--- src/rtl/display_src_seq.sv ---
// display_src_seq: selects one of NUM_SRC BCD digit groups for display,
// with request-driven source switching, display freeze, per-digit blink
// and leading-zero blanking. All outputs are registered.
module display_src_seq #(
    parameter  int NUM_SRC   = 3,
    parameter  int DIGITS    = 4,
    parameter  int DIG_W     = 4,
    parameter  int BLINK_DIV = 25000000,
    parameter  int RESET_SEL = 0,
    localparam int SEL_W     = (NUM_SRC > 1) ? $clog2(NUM_SRC) : 1
) (
    input  logic                             clk,
    input  logic                             rst,
    input  logic [NUM_SRC*DIGITS*DIG_W-1:0]  src_data,
    input  logic                             mode_next,
    input  logic                             mode_load,
    input  logic [SEL_W-1:0]                 mode_sel,
    input  logic                             freeze,
    input  logic [DIGITS-1:0]                blink_mask,
    input  logic                             lz_blank,
    output logic [DIGITS*DIG_W-1:0]          digits_out,
    output logic [DIGITS-1:0]                digit_en,
    output logic [SEL_W-1:0]                 cur_sel,
    output logic                             switch_pulse
);

    localparam int              GRP_W    = DIGITS * DIG_W;
    localparam int              CNT_W    = $clog2(BLINK_DIV);
    localparam logic [SEL_W:0]  LP_NUM   = (SEL_W+1)'(NUM_SRC);
    localparam logic [SEL_W-1:0] LP_LAST = SEL_W'(NUM_SRC - 1);
    localparam logic [SEL_W-1:0] LP_RST  = SEL_W'(RESET_SEL);
    localparam logic [CNT_W-1:0] LP_WRAP = CNT_W'(BLINK_DIV - 1);

    logic [SEL_W-1:0]  r_sel;
    logic              r_pulse;
    logic [CNT_W-1:0]  r_cnt;
    logic              r_phase;
    logic [GRP_W-1:0]  r_digits;
    logic [DIGITS-1:0] r_en;

    logic              w_load_ok;
    logic              w_next;
    logic              w_change;
    logic [SEL_W-1:0]  w_sel_nxt;
    logic [GRP_W-1:0]  w_src;
    logic [DIGITS-1:0] w_lz;
    logic [DIGITS-1:0] w_en;

    // A load always wins over next, even when the load itself is ignored
    // (out of range or same as the current selection).
    assign w_load_ok = mode_load && ({1'b0, mode_sel} < LP_NUM) && (mode_sel != r_sel);
    assign w_next    = !mode_load && mode_next;
    assign w_change  = w_load_ok || w_next;

    // Next selection value: direct load, or increment with wrap.
    always_comb begin
        w_sel_nxt = r_sel;
        if (w_load_ok) begin
            w_sel_nxt = mode_sel;
        end else if (w_next) begin
            w_sel_nxt = (r_sel == LP_LAST) ? '0 : r_sel + SEL_W'(1);
        end
    end

    // Source multiplexer driven by the registered selection, so the display
    // follows a selection change one cycle after cur_sel.
    always_comb begin
        w_src = '0;
        for (int s = 0; s < NUM_SRC; s++) begin
            if (r_sel == SEL_W'(s)) begin
                w_src = src_data[s*GRP_W +: GRP_W];
            end
        end
    end

    // Leading-zero blanking scanned from the top digit down; digit 0 is
    // always kept so a zero value still shows a single 0. Blink is then
    // applied per digit while the blink phase is low.
    always_comb begin
        logic v_allz;
        v_allz = 1'b1;
        w_lz   = '0;
        w_en   = '0;
        for (int d = DIGITS - 1; d >= 0; d--) begin
            v_allz  = v_allz && (w_src[d*DIG_W +: DIG_W] == '0);
            w_lz[d] = lz_blank && (d != 0) && v_allz;
            w_en[d] = !w_lz[d] && !(blink_mask[d] && !r_phase);
        end
    end

    // Selection register and one-cycle change flag.
    always_ff @(posedge clk) begin
        if (rst) begin
            r_sel   <= LP_RST;
            r_pulse <= 1'b0;
        end else begin
            r_sel   <= w_sel_nxt;
            r_pulse <= w_change;
        end
    end

    // Blink timebase: free-running regardless of freeze, restarted in the
    // lit phase on every selection change so a new source appears lit.
    always_ff @(posedge clk) begin
        if (rst || w_change) begin
            r_cnt   <= '0;
            r_phase <= 1'b1;
        end else if (r_cnt == LP_WRAP) begin
            r_cnt   <= '0;
            r_phase <= !r_phase;
        end else begin
            r_cnt   <= r_cnt + CNT_W'(1);
        end
    end

    // Display registers: reload every cycle unless frozen.
    always_ff @(posedge clk) begin
        if (rst) begin
            r_digits <= '0;
            r_en     <= '0;
        end else if (!freeze) begin
            r_digits <= w_src;
            r_en     <= w_en;
        end
    end

    assign digits_out   = r_digits;
    assign digit_en     = r_en;
    assign cur_sel      = r_sel;
    assign switch_pulse = r_pulse;

endmodule

--- config.mk ---
export PLATFORM = sky130hd
export DESIGN_NAME = display_src_seq
export DESIGN_NICKNAME = d
export VERILOG_FILES = /design/src/rtl/display_src_seq.sv
export SDC_FILE = /design/constraint.sdc
export NUM_CORES = 1
export LEC_CHECK = 0
export ABC_AREA = 1
export CORE_MARGIN = 3
export CORE_UTILIZATION = 50
export CTS_CLUSTER_DIAMETER = 200
export DETAILED_ROUTE_END_ITERATION = 8
export PLACE_DENSITY = 0.89
export REMOVE_ABC_BUFFERS = 1
export SETUP_SLACK_MARGIN = 0.2
export SYNTH_ARGS = -nofsm -noshare
export SYNTH_HDL_FRONTEND = slang
export SYNTH_SLANG_ARGS = --single-unit
--- constraint.sdc ---
create_clock -name clk -period 4.5 [get_ports clk]
set_clock_uncertainty 0.2 [all_clocks]
set_input_delay 0.9 -clock clk [delete_from_list [all_inputs] [get_ports clk]]
set_output_delay 0.9 -clock clk [all_outputs]
set_load 0.02 [all_outputs]
; ---- Word level (Yosys, flattened, before mapping)
; Cells that the tools add are included.
[totals]
regBits = 49
latchBits = 0
mem_bits_rw = 0
rom_bits = 0
in_bits = 60
wordCells = 51
memories = 0
[op_classes]
addsub = 2
multipliers = 0
div_mod_pow = 0
n_lt_le_gt_ge = 1
eq_ne = 4
shifts = 0
muxes = 6
n_bitwise = 0
n_reduce_logical = 32
[op_table]
columns = op, count
row1 = $mux 16, 3
row2 = $add 25x1->25 const B, 1
row3 = $eq 25x25->1 const B, 1
row4 = $logic_and 1x1->1, 15
row5 = $logic_not 4->1, 3
row6 = $logic_not 1->1, 9
row7 = $mux 2, 3
row8 = $add 2x1->2 const B, 1
row9 = $eq 2x1->1 const B, 1
row10 = $eq 2x2->1 const B, 1
row11 = $logic_not 2->1, 1
row12 = $logic_or 1x1->1, 2
row13 = $lt 2x2->1 const B, 1
row14 = $ne 2x2->1, 1
row15 = $reduce_bool 2->1, 1
row16 = $reduce_or 2->1, 1

; ---- Depth between registers and ports, before layout
[depth]
ltp_word = 10
depth_mapped = 11
mapped_depth_nobuf = 11

; ---- Worst setup path after synthesis
; Ideal clock, no wire load.
[synth_timing]
path_kind = in2reg
from = input mode_sel[0]
to = register r_cnt[3]
t_arrival_ns = 1.775
required_ns = 4.234
path_slack_ns = 2.459
stages = 7
n_path_buf = 1
cell_sequence = xor2_1 -> o21ai_2 -> nand2_2 -> nor2_4 -> nand2_4 -> buf_6 -> a21oi_2
[synth_via]
elab_chain_cells = 6
word_cells_on_any_way = 7
[synth_lines]
columns = element, line_no
row1 = start: declaration, 17  ; input logic [SEL_W-1:0] mode_sel,
row2 = $lt 2x2->1, 51  ; assign w_load_ok = mode_load && ({1'b0, mode_sel} < LP_NUM) && (mode_sel != r_sel);
row3 = $logic_and 1x1->1, 51
row4 = $logic_and 1x1->1 *, 51
row5 = $logic_or 1x1->1 *, 53  ; assign w_change = w_load_ok || w_next;
row6 = $logic_or 1x1->1 *, 105  ; if (rst || w_change) begin
row7 = $reduce_or 2->1 (no source line) *, n/a
row8 = end signal: assignment, 112  ; r_cnt <= r_cnt + CNT_W'(1);
row9 = end: declaration, 36  ; logic [CNT_W-1:0] r_cnt;
; Mark *: on every way between the ends. The rest lies on a longest branch, timed or not.
; A chain may end at the register's enable or synchronous reset.

; ---- Worst setup path after layout
[layout_timing]
from = register r_sel[0], in the netlist cur_sel[0]
to = output cur_sel[0]
[layout_lines]
columns = element, line_no
row1 = start: declaration, 34  ; logic [SEL_W-1:0] r_sel;
row2 = start signal: assignment, 97  ; r_sel <= w_sel_nxt;
row3 = end: declaration, 23  ; output logic [SEL_W-1:0] cur_sel,
; No word-level cell between the ends.

==> results.md <==
- Buf/Inv on CP: 1
- Filler cell count in the final layout: 394
- DRC Markers: 0
- Crit start category: flip-flop
- Seq/Total Area, Yosys: 38.0%
- Vias per inst: 5.27
- Final setup vio count: 0
- P&R area growth vs syn: 37.9%
- Inserted Diodes: 0
- Hold bufs inserted after CTS: 0
- EDFF count, synth: 0
- Tcrit/Tclk final: 62.3%
- Post CTS Setup Buffer Count: 0
- R2r startpoint: cur_sel[0]
- Worst-path fanout max: 14
- Post-synth top area share: 38.0%
- Post-synth top area cell: dfxtp_1
- WL final: 7530 um
- Total power: 1050 uW
- Layout Nets: 530
- WS Path Type: flip-flop to output pin
- Final WS setup: 1.70 ns
- Worst hold path type: flip-flop to flip-flop
- Core ar.: 4850 um^2
- Initial antenna violation count: 0
- Synthesized flop and latch total: 49
- Ratio of cells with drive above 1 in the final layout: 5.32%
- GRT overflow: 0
- Ports: 83
- DRT iter0 DRCs: 194
- Synth Cell Area: 2580 um^2
- DP HPWL: 5710 um
- H-tree levels: 2
- Power per cell area: 296 nW/um^2
- CP required: 3.40 ns
- Clock Latency Late Sink: 0.31 ns
- Final hold vios: 0
- Largest net degree at the start of global routing: 35
- Wirelength per Cell: 14.0 um
- Status: finished clean
- Headroom to the max-slew limit: 45.1%
- Maximum vdd drop: 226 uV
- Vias in the first global route: 2659
- Vias: 2831
- # resized after CTS: 0
- Worst Setup SP: cur_sel[0]
- Synth Area per Inst: 6.65 um^2
- TritonCTS Buffers: 5
- Fmax: 0.357 GHz
- Clock buffer depth: 2
- Clock transition at path regs: 0.09 ns
- Leak: 0.00147 uW
- Hold Path Origin: r_cnt[0]
- Unrepaired setup endpoints after global routing: no
- Minimum clock period after layout: 2.80 ns
- Row cnt: 25
- IO buf count: 82
- First-pass GRT wire length: 12300 um
- Placement Setup Slack: 1.71 ns
- Ys flop type: dfxtp_1
- Worst slew pin tran: 0.823 ns
- TNS Setup: 0 ns
- Gr usage total: 24.9%
- Critical path's largest stage delay: 0.72 ns
- CP delay by family, top: buffers and inverters
- Yosys warns: 0
- Critical-path cell list: clkdlybuf4s50_1
- Total of max-cap violations: 0
- CP max stage cell: clkdlybuf4s50_1
- CTS tree: yes
- Die Y: 77.8 um
- Ranking of synthesized cells by area: dfxtp_1, nand2_1, nor2_1
- Cells after synthesis: 388
- Clock root buffer: clkbuf_8
- Pre-antenna DRT Iters: 5
- Endpoint type of the worst setup path: output pin
- Die area: 6060 um^2
- Placer Congestion: 0.855
- Crit path arrival time: 1.70 ns
- Synth unique cells: 33
- Starting density of the core: 53.2%
- Die Wd: 77.8 um
- CTS sink cnt: 49
- Async SR Flop Fraction: 0%
- Max-slew violations: 0
- Routed Antenna Nets: 0
[layer usage]
metal | GRT usage [%] | vias up | share of wire [%]
met3 | 6.73 | 22 | 6.5
li1 | - | 1418 | -
met5 | 0 | - | 0
met1 | 30.3 | 1294 | 42
met4 | 10.5 | 0 | 3.3
met2 | 41.0 | 97 | 48
[placed cells by master (no fill, tap or decap), types with 2 or more instances in the layout]
| master | netlist | layout |
|---|---|---|
| o211ai_1 | 2 | 2 |
| xnor2_1 | 6 | 6 |
| nor2_1 | 52 | 52 |
| xor2_1 | 6 | 6 |
| nor2_4 | 2 | 2 |
| clkdlybuf4s50_1 | 0 | 82 |
| nand2_2 | 3 | 3 |
| nand3_1 | 29 | 29 |
| o21ai_0 | 25 | 25 |
| inv_2 | 3 | 3 |
| clkbuf_8 | 0 | 6 |
| nand2_1 | 89 | 89 |
| inv_1 | 47 | 47 |
| nand4_1 | 9 | 9 |
| nor2_2 | 3 | 3 |
| nor3_1 | 10 | 10 |
| o21bai_1 | 2 | 2 |
| dfxtp_1 | 49 | 49 |
| a31oi_1 | 5 | 5 |
| a21oi_1 | 26 | 26 |
[stage by stage]
step	instances	hold slack (ns)	area, um^2	utilization, %
2_1_floorplan	380	0.229	2530	-
3_3_place_gp	529	0.242	3440	70.9
3_5_place_dp	529	0.252	3440	70.9
6_report	537	0.269	3560	73.3
5_1_grt	537	0.286	3560	73.3
4_1_cts	537	0.272	3560	73.3
[power breakdown]
group          leakage [uW]  internal (uW)  switching (uW)
clock network     0.0000574            181             150
logic               0.00102            114             134
registers          0.000401            455            19.4
total               0.00147            750             304
[flip-flops by register name, indices dropped and copies added (netlist names)]
register and flops:
r_cnt 25, digits_out 16, digit_en 4, cur_sel 2, r_phase 1, switch_pulse 1
[Yosys cell counts, drive strengths merged, types with 2 or more instances]
| cell type | n |
|---|---|
| nand2 | 93 |
| nor2 | 57 |
| inv | 51 |
| dfxtp | 49 |
| nand3 | 29 |
| a21oi | 27 |
| o21ai | 26 |
| nor3 | 11 |
| nand4 | 9 |
| xnor2 | 6 |
| xor2 | 6 |
| a31oi | 5 |
| buf | 4 |
| clkbuf | 4 |
| o211ai | 2 |
| o21bai | 2 |
[worst paths after layout]
check | slack, ns | depth (start not counted) | endpoint
setup / recovery | 1.70 | 1 | cur_sel[0]
hold reg to reg | 0.27 | 1 | r_cnt[0]
setup reg to reg | 2.32 | 9 | digit_en[1]
hold / removal | 0.27 | 1 | r_cnt[0]
[cell families after synthesis]
group	share of synthesized area [%]
compound gates	13.3
xor+xnor	4.08
fa+ha+maj	0.485
buf+inv	9.36
flops	38.0
simple gates	34.7
[final cells by class]
type,count,area (um^2),share of cell area (%)
well taps,67,83.8,2.36
flip-flops and latches,49,981,27.6
clock inverters,2,37.5,1.06
clock buffers,6,82.6,2.32
multi-input cells,280,1360,38.1
inverters,51,194,5.45
repair buffers,82,821,23.1
(Power assumes the default switching activity.)
